### src/rtl/timer_pkg.sv
// rtl/timer_pkg.sv - shared FSM encoding, BCD constants and hour-limit helper for the countdown timer
package timer_pkg;

    typedef enum logic [1:0] {
        ST_IDLE    = 2'd0,
        ST_RUN     = 2'd1,
        ST_PAUSE   = 2'd2,
        ST_EXPIRED = 2'd3
    } state_e;

    localparam logic [3:0] BCD_NINE = 4'd9;
    localparam logic [3:0] BCD_FIVE = 4'd5;

    // True when the two-digit BCD hour value does not exceed hour_max.
    function automatic logic hour_ok(input logic [3:0] tens, input logic [3:0] units, input int hour_max);
        return ((int'(tens) * 10) + int'(units)) <= hour_max;
    endfunction

endpackage

### src/rtl/bcd_down_pair.sv
// rtl/bcd_down_pair.sv - modulo-N two-digit BCD down counter with load, decrement enable and borrow out
module bcd_down_pair
    import timer_pkg::*;
#(
    parameter int N = 60
) (
    input  logic       clk_i,
    input  logic       reset_i,
    input  logic       load_i,
    input  logic [3:0] load_tens_i,
    input  logic [3:0] load_units_i,
    input  logic       dec_i,
    output logic [3:0] tens_o,
    output logic [3:0] units_o,
    output logic       zero_o,
    output logic       borrow_o
);

    localparam logic [3:0] TOP_TENS  = 4'((N - 1) / 10);
    localparam logic [3:0] TOP_UNITS = 4'((N - 1) % 10);

    logic [3:0] tens_q, tens_d;
    logic [3:0] units_q, units_d;

    assign zero_o   = (tens_q == 4'd0) && (units_q == 4'd0);
    assign borrow_o = dec_i && zero_o;
    assign tens_o   = tens_q;
    assign units_o  = units_q;

    always_comb begin
        tens_d  = tens_q;
        units_d = units_q;
        if (load_i) begin
            tens_d  = load_tens_i;
            units_d = load_units_i;
        end else if (dec_i) begin
            // Wrapping from 00 to N-1 is what lets the next pair up see the borrow.
            if (zero_o) begin
                tens_d  = TOP_TENS;
                units_d = TOP_UNITS;
            end else if (units_q == 4'd0) begin
                tens_d  = tens_q - 4'd1;
                units_d = BCD_NINE;
            end else begin
                units_d = units_q - 4'd1;
            end
        end
    end

    always_ff @(posedge clk_i) begin
        if (reset_i) begin
            tens_q  <= 4'd0;
            units_q <= 4'd0;
        end else begin
            tens_q  <= tens_d;
            units_q <= units_d;
        end
    end

endmodule

### src/rtl/countdown_timer_hms.sv
// rtl/countdown_timer_hms.sv - BCD HH:MM:SS countdown timer; AUTO_RELOAD_EN reloads the preset on expiry
module countdown_timer_hms
    import timer_pkg::*;
#(
    parameter int HOUR_MAX = 23
) (
    input  logic       clk_i,
    input  logic       reset_i,
    input  logic       tick_i,
    input  logic       load_i,
    input  logic [3:0] set_hour1_i,
    input  logic [3:0] set_hour0_i,
    input  logic [3:0] set_min1_i,
    input  logic [3:0] set_min0_i,
    input  logic [3:0] set_sec1_i,
    input  logic [3:0] set_sec0_i,
    input  logic       start_i,
    input  logic       stop_i,
    input  logic       ack_i,
    output logic [3:0] hour1_o,
    output logic [3:0] hour0_o,
    output logic [3:0] min1_o,
    output logic [3:0] min0_o,
    output logic [3:0] sec1_o,
    output logic [3:0] sec0_o,
    output logic       running_o,
    output logic       expired_o,
    output logic       done_o,
    output logic       load_err_o
);

    state_e      state_q, state_d;
    logic [23:0] preset_q, preset_d;
    logic        done_q, done_d;
    logic        load_err_q, load_err_d;

    logic        load_valid, load_active, do_load, reload, pair_load;
    logic        dec, expiring, count_zero, count_one;
    logic        sec_zero, min_zero, hour_zero, sec_borrow, min_borrow, hour_borrow;
    logic [23:0] set_bcd, load_bcd;

    assign set_bcd = {set_hour1_i, set_hour0_i, set_min1_i, set_min0_i, set_sec1_i, set_sec0_i};

    assign load_valid = (set_hour1_i <= BCD_NINE) && (set_hour0_i <= BCD_NINE) &&
                        (set_min1_i <= BCD_FIVE) && (set_min0_i <= BCD_NINE) &&
                        (set_sec1_i <= BCD_FIVE) && (set_sec0_i <= BCD_NINE) &&
                        hour_ok(set_hour1_i, set_hour0_i, HOUR_MAX);

    // A load in RUN is ignored entirely, so it never masks stop or tick there.
    assign load_active = load_i && (state_q != ST_RUN);
    assign do_load     = load_active && load_valid;
    assign dec         = (state_q == ST_RUN) && tick_i && !stop_i;
    assign count_zero  = hour_zero && min_zero && sec_zero;
    assign count_one   = hour_zero && min_zero && (sec1_o == 4'd0) && (sec0_o == 4'd1);
    assign expiring    = dec && count_one;

`ifdef AUTO_RELOAD_EN
    assign reload = expiring;
`else
    assign reload = 1'b0;
`endif

    assign pair_load = do_load || reload;
    assign load_bcd  = do_load ? set_bcd : preset_q;
    assign preset_d  = do_load ? set_bcd : preset_q;
    assign done_d    = expiring;
    assign load_err_d = load_active && !load_valid;

    always_comb begin
        state_d = state_q;
        case (state_q)
            ST_IDLE, ST_PAUSE: begin
                if (!load_i && !stop_i && start_i && !count_zero) begin
                    state_d = ST_RUN;
                end
            end
            ST_RUN: begin
                if (stop_i) begin
                    state_d = ST_PAUSE;
                end else if (expiring && !reload) begin
                    state_d = ST_EXPIRED;
                end
            end
            ST_EXPIRED: begin
                if (load_i) begin
                    if (load_valid) begin
                        state_d = ST_IDLE;
                    end
                end else if (ack_i) begin
                    state_d = ST_IDLE;
                end
            end
            default: state_d = ST_IDLE;
        endcase
    end

    always_ff @(posedge clk_i) begin
        if (reset_i) begin
            state_q    <= ST_IDLE;
            preset_q   <= 24'd0;
            done_q     <= 1'b0;
            load_err_q <= 1'b0;
        end else begin
            state_q    <= state_d;
            preset_q   <= preset_d;
            done_q     <= done_d;
            load_err_q <= load_err_d;
        end
    end

    bcd_down_pair #(.N(60)) u_sec (
        .clk_i(clk_i), .reset_i(reset_i), .load_i(pair_load),
        .load_tens_i(load_bcd[7:4]), .load_units_i(load_bcd[3:0]), .dec_i(dec),
        .tens_o(sec1_o), .units_o(sec0_o), .zero_o(sec_zero), .borrow_o(sec_borrow)
    );

    bcd_down_pair #(.N(60)) u_min (
        .clk_i(clk_i), .reset_i(reset_i), .load_i(pair_load),
        .load_tens_i(load_bcd[15:12]), .load_units_i(load_bcd[11:8]), .dec_i(sec_borrow),
        .tens_o(min1_o), .units_o(min0_o), .zero_o(min_zero), .borrow_o(min_borrow)
    );

    bcd_down_pair #(.N(HOUR_MAX + 1)) u_hour (
        .clk_i(clk_i), .reset_i(reset_i), .load_i(pair_load),
        .load_tens_i(load_bcd[23:20]), .load_units_i(load_bcd[19:16]), .dec_i(min_borrow),
        .tens_o(hour1_o), .units_o(hour0_o), .zero_o(hour_zero), .borrow_o(hour_borrow)
    );

    assign running_o  = (state_q == ST_RUN);
    assign expired_o  = (state_q == ST_EXPIRED);
    assign done_o     = done_q;
    assign load_err_o = load_err_q;

    // The hour pair never wraps because a running count is never zero.
    logic unused_ok;
    assign unused_ok = hour_borrow;

endmodule

### config.mk
export PLATFORM = sky130hd
export DESIGN_NAME = countdown_timer_hms
export DESIGN_NICKNAME = d
export VERILOG_FILES = /design/src/rtl/timer_pkg.sv /design/src/rtl/bcd_down_pair.sv /design/src/rtl/countdown_timer_hms.sv
export SDC_FILE = /design/constraint.sdc
export NUM_CORES = 1
export LEC_CHECK = 0
export CORE_UTILIZATION = 25
export DETAILED_ROUTE_END_ITERATION = 12
export GPL_TIMING_DRIVEN = 0
export PLACE_DENSITY = 0.59
export SETUP_SLACK_MARGIN = 0.1
export SLEW_MARGIN = 20
export SYNTH_ARGS = -nofsm -noshare
export SYNTH_HDL_FRONTEND = slang
export SYNTH_SLANG_ARGS = --single-unit
### constraint.sdc
create_clock -name clk_i -period 2.7 [get_ports clk_i]
set_input_delay 0.54 -clock clk_i [delete_from_list [all_inputs] [get_ports clk_i]]
set_output_delay 0.54 -clock clk_i [all_outputs]
set_load 0.02 [all_outputs]
==> results of run 1 <==
[layout by cell type, fill, tap and decap left out, types with 3 or more instances in the layout]
cell              n
nand2_1          17
nand3_1          10
nor2_1           34
nor3_1           14
dfxtp_1          28
mux2i_1           6
a31oi_1           3
ha_1             10
a211oi_2          3
a21oi_1          16
clkdlybuf4s50_1  52
o21ai_0           9
buf_8             3
buf_6             6
nor2b_1           4
clkbuf_8          4
o211ai_1          3
ha_4              3
nor4_1            3
a211oi_1          7
nor3b_1           3
nor3_2           10
nand3_2           3
inv_1            12
buf_2             4
nor4b_2           3
[worst register-to-register path, delay by kind of cell (launching register included)]
kind                       cells  cell delay, ns
AOI/OAI and AO/OA              2            0.40
adders and majority gates      1            0.20
buffers and inverters          1            0.09
and+or+nand+nor                4            1.14
DFF                            1            0.34
[logic make-up (layout without fill, tap and decap cells)]
group	Yosys count	in the layout	synth area share, %
compound gates	47	47	14.52
mux	7	7	3.551
buf+inv	21	87	5.171
xor+xnor	4	4	1.745
flops	28	28	27.91
simple gates	129	129	36.39
fa+ha+maj	16	16	10.72
[stage by stage]
step | hold WS, ns | total power [uW] | utilization (%)
finish | 0.4962 | 998.7 | 38.53
global route | 0.4965 | 1044 | 38.53
CTS | 0.5010 | 988.6 | 37.53
detailed placement | 0.5417 | 630.6 | 35.47
global placement | 0.5230 | 628.4 | 35.47
floorplan | 0.4926 | 538.1 | -
[power groups by stage]
stage	Combinational, uW	Sequential, uW	Clock [uW]
2_1_floorplan	99.4	439	0
3_3_place_gp	194	434	0
3_5_place_dp	196	434	0
4_1_cts	209	425	354
5_1_grt	239	427	378
6_report	221	425	352
[worst paths after layout]
check	from	end	slack, ns	cells after the start
worst max register to register	u_sec.tens_o[0]	state_q[1]	0.47	8
worst min register to register	state_q[1]	state_q[1]	0.55	2
worst max-delay path	set_hour1_i[3]	u_hour.units_o[3]	0.006	11
worst min-delay path	reset_i	u_min.units_o[3]	0.50	2
[final cells by class]
type / count / area (um^2) / area share [%]
Buffer: 9 / 83.83 / 2.801
Clock buffer: 3 / 41.29 / 1.380
Clock inverter: 1 / 30.03 / 1.003
Inverter: 12 / 45.04 / 1.505
Multi-Input combinational cell: 203 / 1490 / 49.79
Sequential cell: 28 / 560.5 / 18.73
Tap cell: 102 / 127.6 / 4.264
Timing Repair Buffer: 62 / 614.3 / 20.53
[state kept, by name, indices dropped and copies added (netlist names)]
signal          cells
u_hour.units_o      4
u_hour.tens_o       4
u_sec.tens_o        4
load_err_o          1
u_sec.units_o       4
done_o              1
u_min.units_o       4
u_min.tens_o        4
state_q             2
[layer usage]
metal  part of all wire, %  GRT usage [%]  vias to the layer above
met1                    46          20.00                      964
li1                      -              -                     1049
met2                    47          26.57                       67
met4                  0.95          4.101                        0
met5                     0              0                        -
met3                   5.8          2.405                        5
[what timing repair did]
| item | in CTS | in global routing |
|---|---|---|
| endpoints found under the setup margin | 27 | 25 |
| pin swaps | 11 | 10 |
| gates resized for setup | 34 | 19 |
| setup buffers | 5 | 0 |
==> metrics.md, run 1 <==
| Metric | Value |
|---|---|
| Status | complete, no violations |
| Delay-heaviest family, CP | adder cells |
| Final min period | 2.694 ns |
| Final WL | 6221 um |
| Pint | 727.0 uW |
| Fin. max-slew vios | 0 |
| Worst setup margin | 0.006476 ns |
| Clock share of power | 35.3% |
| Inst Count DP | 411 |
| Setup Crit Path Kind | in2reg |
| Sequential area share after synthesis | 27.91% |
| Fin cells | 420 |
| Worst slew pin tran | 0.6477 ns |
| Setup crit start kind | input port |
| Post-DRT Antenna Nets | 0 |
| First-pass GRT wire length | 10210 um |
| IO Port Bufs | 57 |
| CP Capture Type | flop |
| Reg power frac | 42.6% |
| Synth Cell Area | 2008 um^2 |
| Syn Area/Cell | 7.969 um^2 |
| Share of the synthesized area in the top cell type | 27.91% |
| Worst EP required | 2.92 ns |
| Most used cell, CP | ha_4 |
| FF+latch count, synth | 28 |
| Crit path DAT | 2.91 ns |
| DP Worst Slack | -1.036 ns |
| Power per Cell Area | 333.7 nW/um^2 |
| Final instance area | 2993 um^2 |
| DRC Markers | 0 |
| Clock sink count | 28 |
| Crit path max fanout | 6 |
| Share of layout cells above drive strength 1 | 18.87% |
| Asr flop ratio synth | 0% |
| Final clock skew | 0.01158 ns |
| Final TNS setup | 0 ns |
| Worst path bufs/invs | 2 |
| Initial Util | 25.85% |
| Final-layout fill cell count | 823 |
| Yosys top cell by area | dfxtp_1 |
| Initial antenna violation count | 0 |
| Final #Nets | 366 |
| Maximum clock path buffer count | 2 |
| CTS tree | built |
| Clk slew on worst S/H paths | 0.11 ns |
| RSZ-0062 raised after global routing | yes |
| Site Rows | 32 |
| Vias | 2085 |
| CTS buffer count | 3 |
| Max VDD drop | 112.0 uV |
| Fin crit share | 99.76% |
| Hold buffer count at cts | 0 |
| Crit-path slowest cell | fa_2 |
| Comb pwr share | 22.1% |
| Setup violators final | 0 |
| Die W | 91.63 um |
| Placed cell area | 2755 um^2 |
| Vias per cell | 4.964 |
| Post-synth top cells | nor2_1 (35), dfxtp_1 (28), nor3_1 (22), nand2_1 (17), a21oi_1 (16) |
| Largest net degree at the start of global routing | 17 |
| Leak pwr | 0.001067 uW |
| DR WL/cell | 14.81 um |
| Max_cap viols | 0 |
| Max frequency | 371.3 MHz |
| Max_slew headroom | 56.82% |
| Post-synth cell types | 55 |
| Most frequent cell after synthesis | nor2_1 |
| Tot GR Track Use | 15.44% |
| CTS root buffer | clkbuf_8 |
| First-pass DRT Iterations | 4 |
| Post-synth EDFFs | 0 |
| Global placer's final weighted congestion | 0.7553 |
| CP peak stage delay | 0.68 ns |
| Core ar. | 7767 um^2 |
| Yosys warns | 0 |
| Sw Ratio | 27.21% |
| Vias in the first global route | 2055 |
| Worst skew pair latency | 0.29 ns |
| # diodes | 0 |
| Dpl hpwl | 4630 um |
| Chip Height | 91.63 um |
| Net Sw Power | 271.7 uW |
| Crit path cell chain | buf_8, ha_4, ha_4, fa_2, a2111oi_2, nor3_2, nand3_2, and4_1, buf_6, or3_1, a21oi_1 |
| Area Overhead vs Synth | 49.03% |
| Syn_nets | 299 |
| Initial DRC count | 96 |
| Fin. Hold Viols | 0 |
| Most area-consuming cells after synthesis | dfxtp_1 (28%), ha_1 (8.7%), nor2_1 (6.5%) |
| Die area | 8395 um^2 |
| Top FF cell, synth | dfxtp_1 |
| Min-delay worst type | in2reg |
| Mapped Cells | 252 |
| # H-tree levels | 1 |
| Grt total ovfl | 0 |
| Io pins | 59 |
Power figures use the tool's default switching activity.
==> inputs of run 2 (changes only) <==
PLACE_DENSITY = 0.58   (was 0.59)
clock period = 3.3 ns   (was 2.7 ns; I/O delays follow)
==> metrics.md, run 2 (same netlist as run 1, synthesis figures left out) <==
| Metric | Value |
|---|---|
| R2r worst-path depth | 8 (unchanged) |
| # H-tree levels | 1 (unchanged) |
| Fin. Hold Viols | 0 (unchanged) |
| DP Worst Slack | -0.6798 ns (+0.3559 ns) |
| Dpl hpwl | 4640 um (+0.22%) |
| Fin. max-slew vios | 0 (unchanged) |
| Status | complete, no violations |
| Maximum clock path buffer count | 2 (unchanged) |
| Commonest cells after routing, fill and taps aside | clkdlybuf4s50_1 (53), nor2_1 (35), dfxtp_1 (28), nor3_1 (22), nand2_1 (17) |
| Initial antenna violation count | 0 (unchanged) |
| Final WL | 5995 um (-3.6%) |
| Max_cap viols | 0 (unchanged) |
| Worst slew pin tran | 0.5898 ns (-0.05793 ns) |
| Reg2reg start | u_sec.units_o[1] |
| Global placer's final weighted congestion | 0.8015 (+6.1%) |
| Crit path max fanout | 7 (+1) |
| RSZ-0062 raised after global routing | no |
| Crit path DAT | 3.28 ns (+0.37 ns) |
| DRC Markers | 0 (unchanged) |
| Max VDD drop | 118.0 uV (+5.4%) |
| Fin crit share | 92.64% |
| Worst setup margin | 0.2430 ns (+0.2365 ns) |
| Post-DRT Antenna Nets | 0 (unchanged) |
| CTS root buffer | clkbuf_8 |
| Die W | 91.63 um (unchanged) |
| Setup crit start kind | input port |
| Clk slew on worst S/H paths | 0.11 ns (about the same) |
| Vias | 2037 (-2.3%) |
| Site Rows | 32 (unchanged) |
| CP peak stage delay | 0.59 ns (-0.09 ns) |
| Tot GR Track Use | 14.68% (-0.76 points) |
| Core ar. | 7767 um^2 (unchanged) |
| IO Port Bufs | 57 (unchanged) |
| Share of the core filled with cells | 35.84% (-2.7 points) |
| Hold Path Depth | 2 (unchanged) |
| Crit path cell chain | dlygate4sd2_1, ha_1, ha_2, fa_2, nor4b_1, nor3_1, nand3_2, and4_1, buf_4, or3_1, a21oi_1 |
| CP Capture Type | flop |
| First-pass GRT wire length | 9880 um (-3.2%) |
| Die area | 8395 um^2 (unchanged) |
| Met3 global-route usage | 1.244% (-1.2 points) |
| First-pass DRT Iterations | 4 (unchanged) |
| Initial DRC count | 88 (-8.3%) |
| Vias per cell | 4.908 (-1.1%) |
| Max frequency | 327.1 MHz |
| Placed cell area | 2706 um^2 (-1.8%) |
| Crit-path slowest cell | fa_2 |
| Final #Nets | 361 (-1.4%) |
| Io pins | 59 (unchanged) |
| Share of layout cells above drive strength 1 | 10.54% (-8.3 points) |
| Max_slew headroom | 60.68% (+3.9 points) |
| End of the worst hold path | state_q[1] |
| DR WL/cell | 14.45 um (-2.5%) |
| Power per Cell Area | 263.9 nW/um^2 (-21%) |
| Gr busiest metal | met2 |
| CTS buffer count | 3 (unchanged) |
| CTS tree | built |
| Initial Util | 25.85% (unchanged) |
| R2R setup slack | 1.07 ns (+0.60 ns) |
| Final min period | 3.057 ns |
| Setup Fix Bufs, Post-CTS | 0 (-5) |
| Clock sink count | 28 (unchanged) |
| Min-delay worst type | reg2reg |
| # diodes | 0 (unchanged) |
| Worst skew pair latency | 0.29 ns (about the same) |
| Met2 GRT Util | 25.69% (-0.88 points) |
| Worst hold start | state_q[1] |
| R2R Path End | u_sec.tens_o[3] |
| Largest net degree at the start of global routing | 16 (-1) |
| Grt total ovfl | 0 (unchanged) |
| Most common cell after layout, fill and taps aside | clkdlybuf4s50_1 |
| Area Overhead vs Synth | 38.63% |
| Final clock skew | 0.006040 ns (-0.005537 ns) |
| Setup Crit Path Kind | in2reg |
| Vias in the first global route | 2044 (-0.54%) |
| Leak pwr | 0.001008 uW (-5.5%) |
| Worst EP required | 3.53 ns (+0.61 ns) |
| Final-layout fill cell count | 851 (+3.4%) |
| GRT met1 Usage | 19.00% (-1.0 points) |
| Chip Height | 91.63 um (unchanged) |
| Setup violators final | 0 (unchanged) |
| Final instance area | 2784 um^2 (-7.0%) |
run 2: changes by cell type in the layout (fill, tap and decap cells not counted), moves of 3 or more:
| cell | previous run | this run |
|---|---|---|
| a211oi_1 | 7 | 10 |
| a211oi_2 | 3 | 0 |
| buf_6 | 6 | 1 |
| buf_8 | 3 | 0 |
| ha_1 | 10 | 13 |
| ha_4 | 3 | 0 |
| nor3_1 | 14 | 22 |
| nor3_2 | 10 | 2 |
run 2: routing by layer:
metal	vias up	wire, um
met5	-	0
met4	0	86
met3	7	275
met2	55	2798
met1	932	2835
li1	1043	-
run 2: how the worst max path moves through the flow:
stage,startpoint,to,slack [ns],depth (start not counted)
floorplan,set_hour1_i[1],u_sec.tens_o[2],0.38,11
global placement,set_hour1_i[1],u_sec.tens_o[2],-0.62,11
detailed placement,set_hour1_i[1],u_min.tens_o[1],-0.68,10
CTS,set_hour1_i[3],u_hour.units_o[3],0.14,11
global route,set_hour1_i[2],u_hour.units_o[3],0.11,11
finish,set_hour1_i[2],u_hour.units_o[3],0.24,11
run 2: per-stage QoR:
step	power, uW	hold slack, ns	TNS [ns]	instances
3_3_place_gp	505.8	0.5187	-13.33	411
2_1_floorplan	433.5	0.4926	0	252
5_1_grt	764.2	0.5933	0	415
6_report	734.7	0.5559	0	415
3_5_place_dp	508.1	0.5406	-14.45	411
4_1_cts	736.7	0.5511	0	415
run 2: cell type report:
type / instances / area (um^2) / area share, %
buffer: 9 / 68.82 / 2.472
clock buffer: 4 / 55.05 / 1.978
inverter: 12 / 45.04 / 1.618
multi-input combinational: 203 / 1369 / 49.17
sequential: 28 / 560.5 / 20.13
tap: 102 / 127.6 / 4.584
timing repair buffer: 57 / 558.0 / 20.04
run 2: timing repair:
item	in CTS	in global routing
hold buffers	0	0
resized for setup	12	8
pin swaps	3	3
cloned	0	0
endpoints found under the setup margin	26	18
run 2: critical path: cells and delay by family:
family | cells | cell delay [ns]
AND/OR/NAND/NOR | 5 | 1.02
adder cells (fa/ha/maj) | 3 | 0.99
buffers and inverters | 2 | 0.48
AO/OA/AOI/OAI | 1 | 0.12
run 2: power by group:
part | internal (uW) | total, uW | switching (uW)
clock | 107 | 229 | 122
sequential | 342 | 348 | 5.55
combinational | 77.2 | 158 | 80.6
total | 527 | 735 | 208
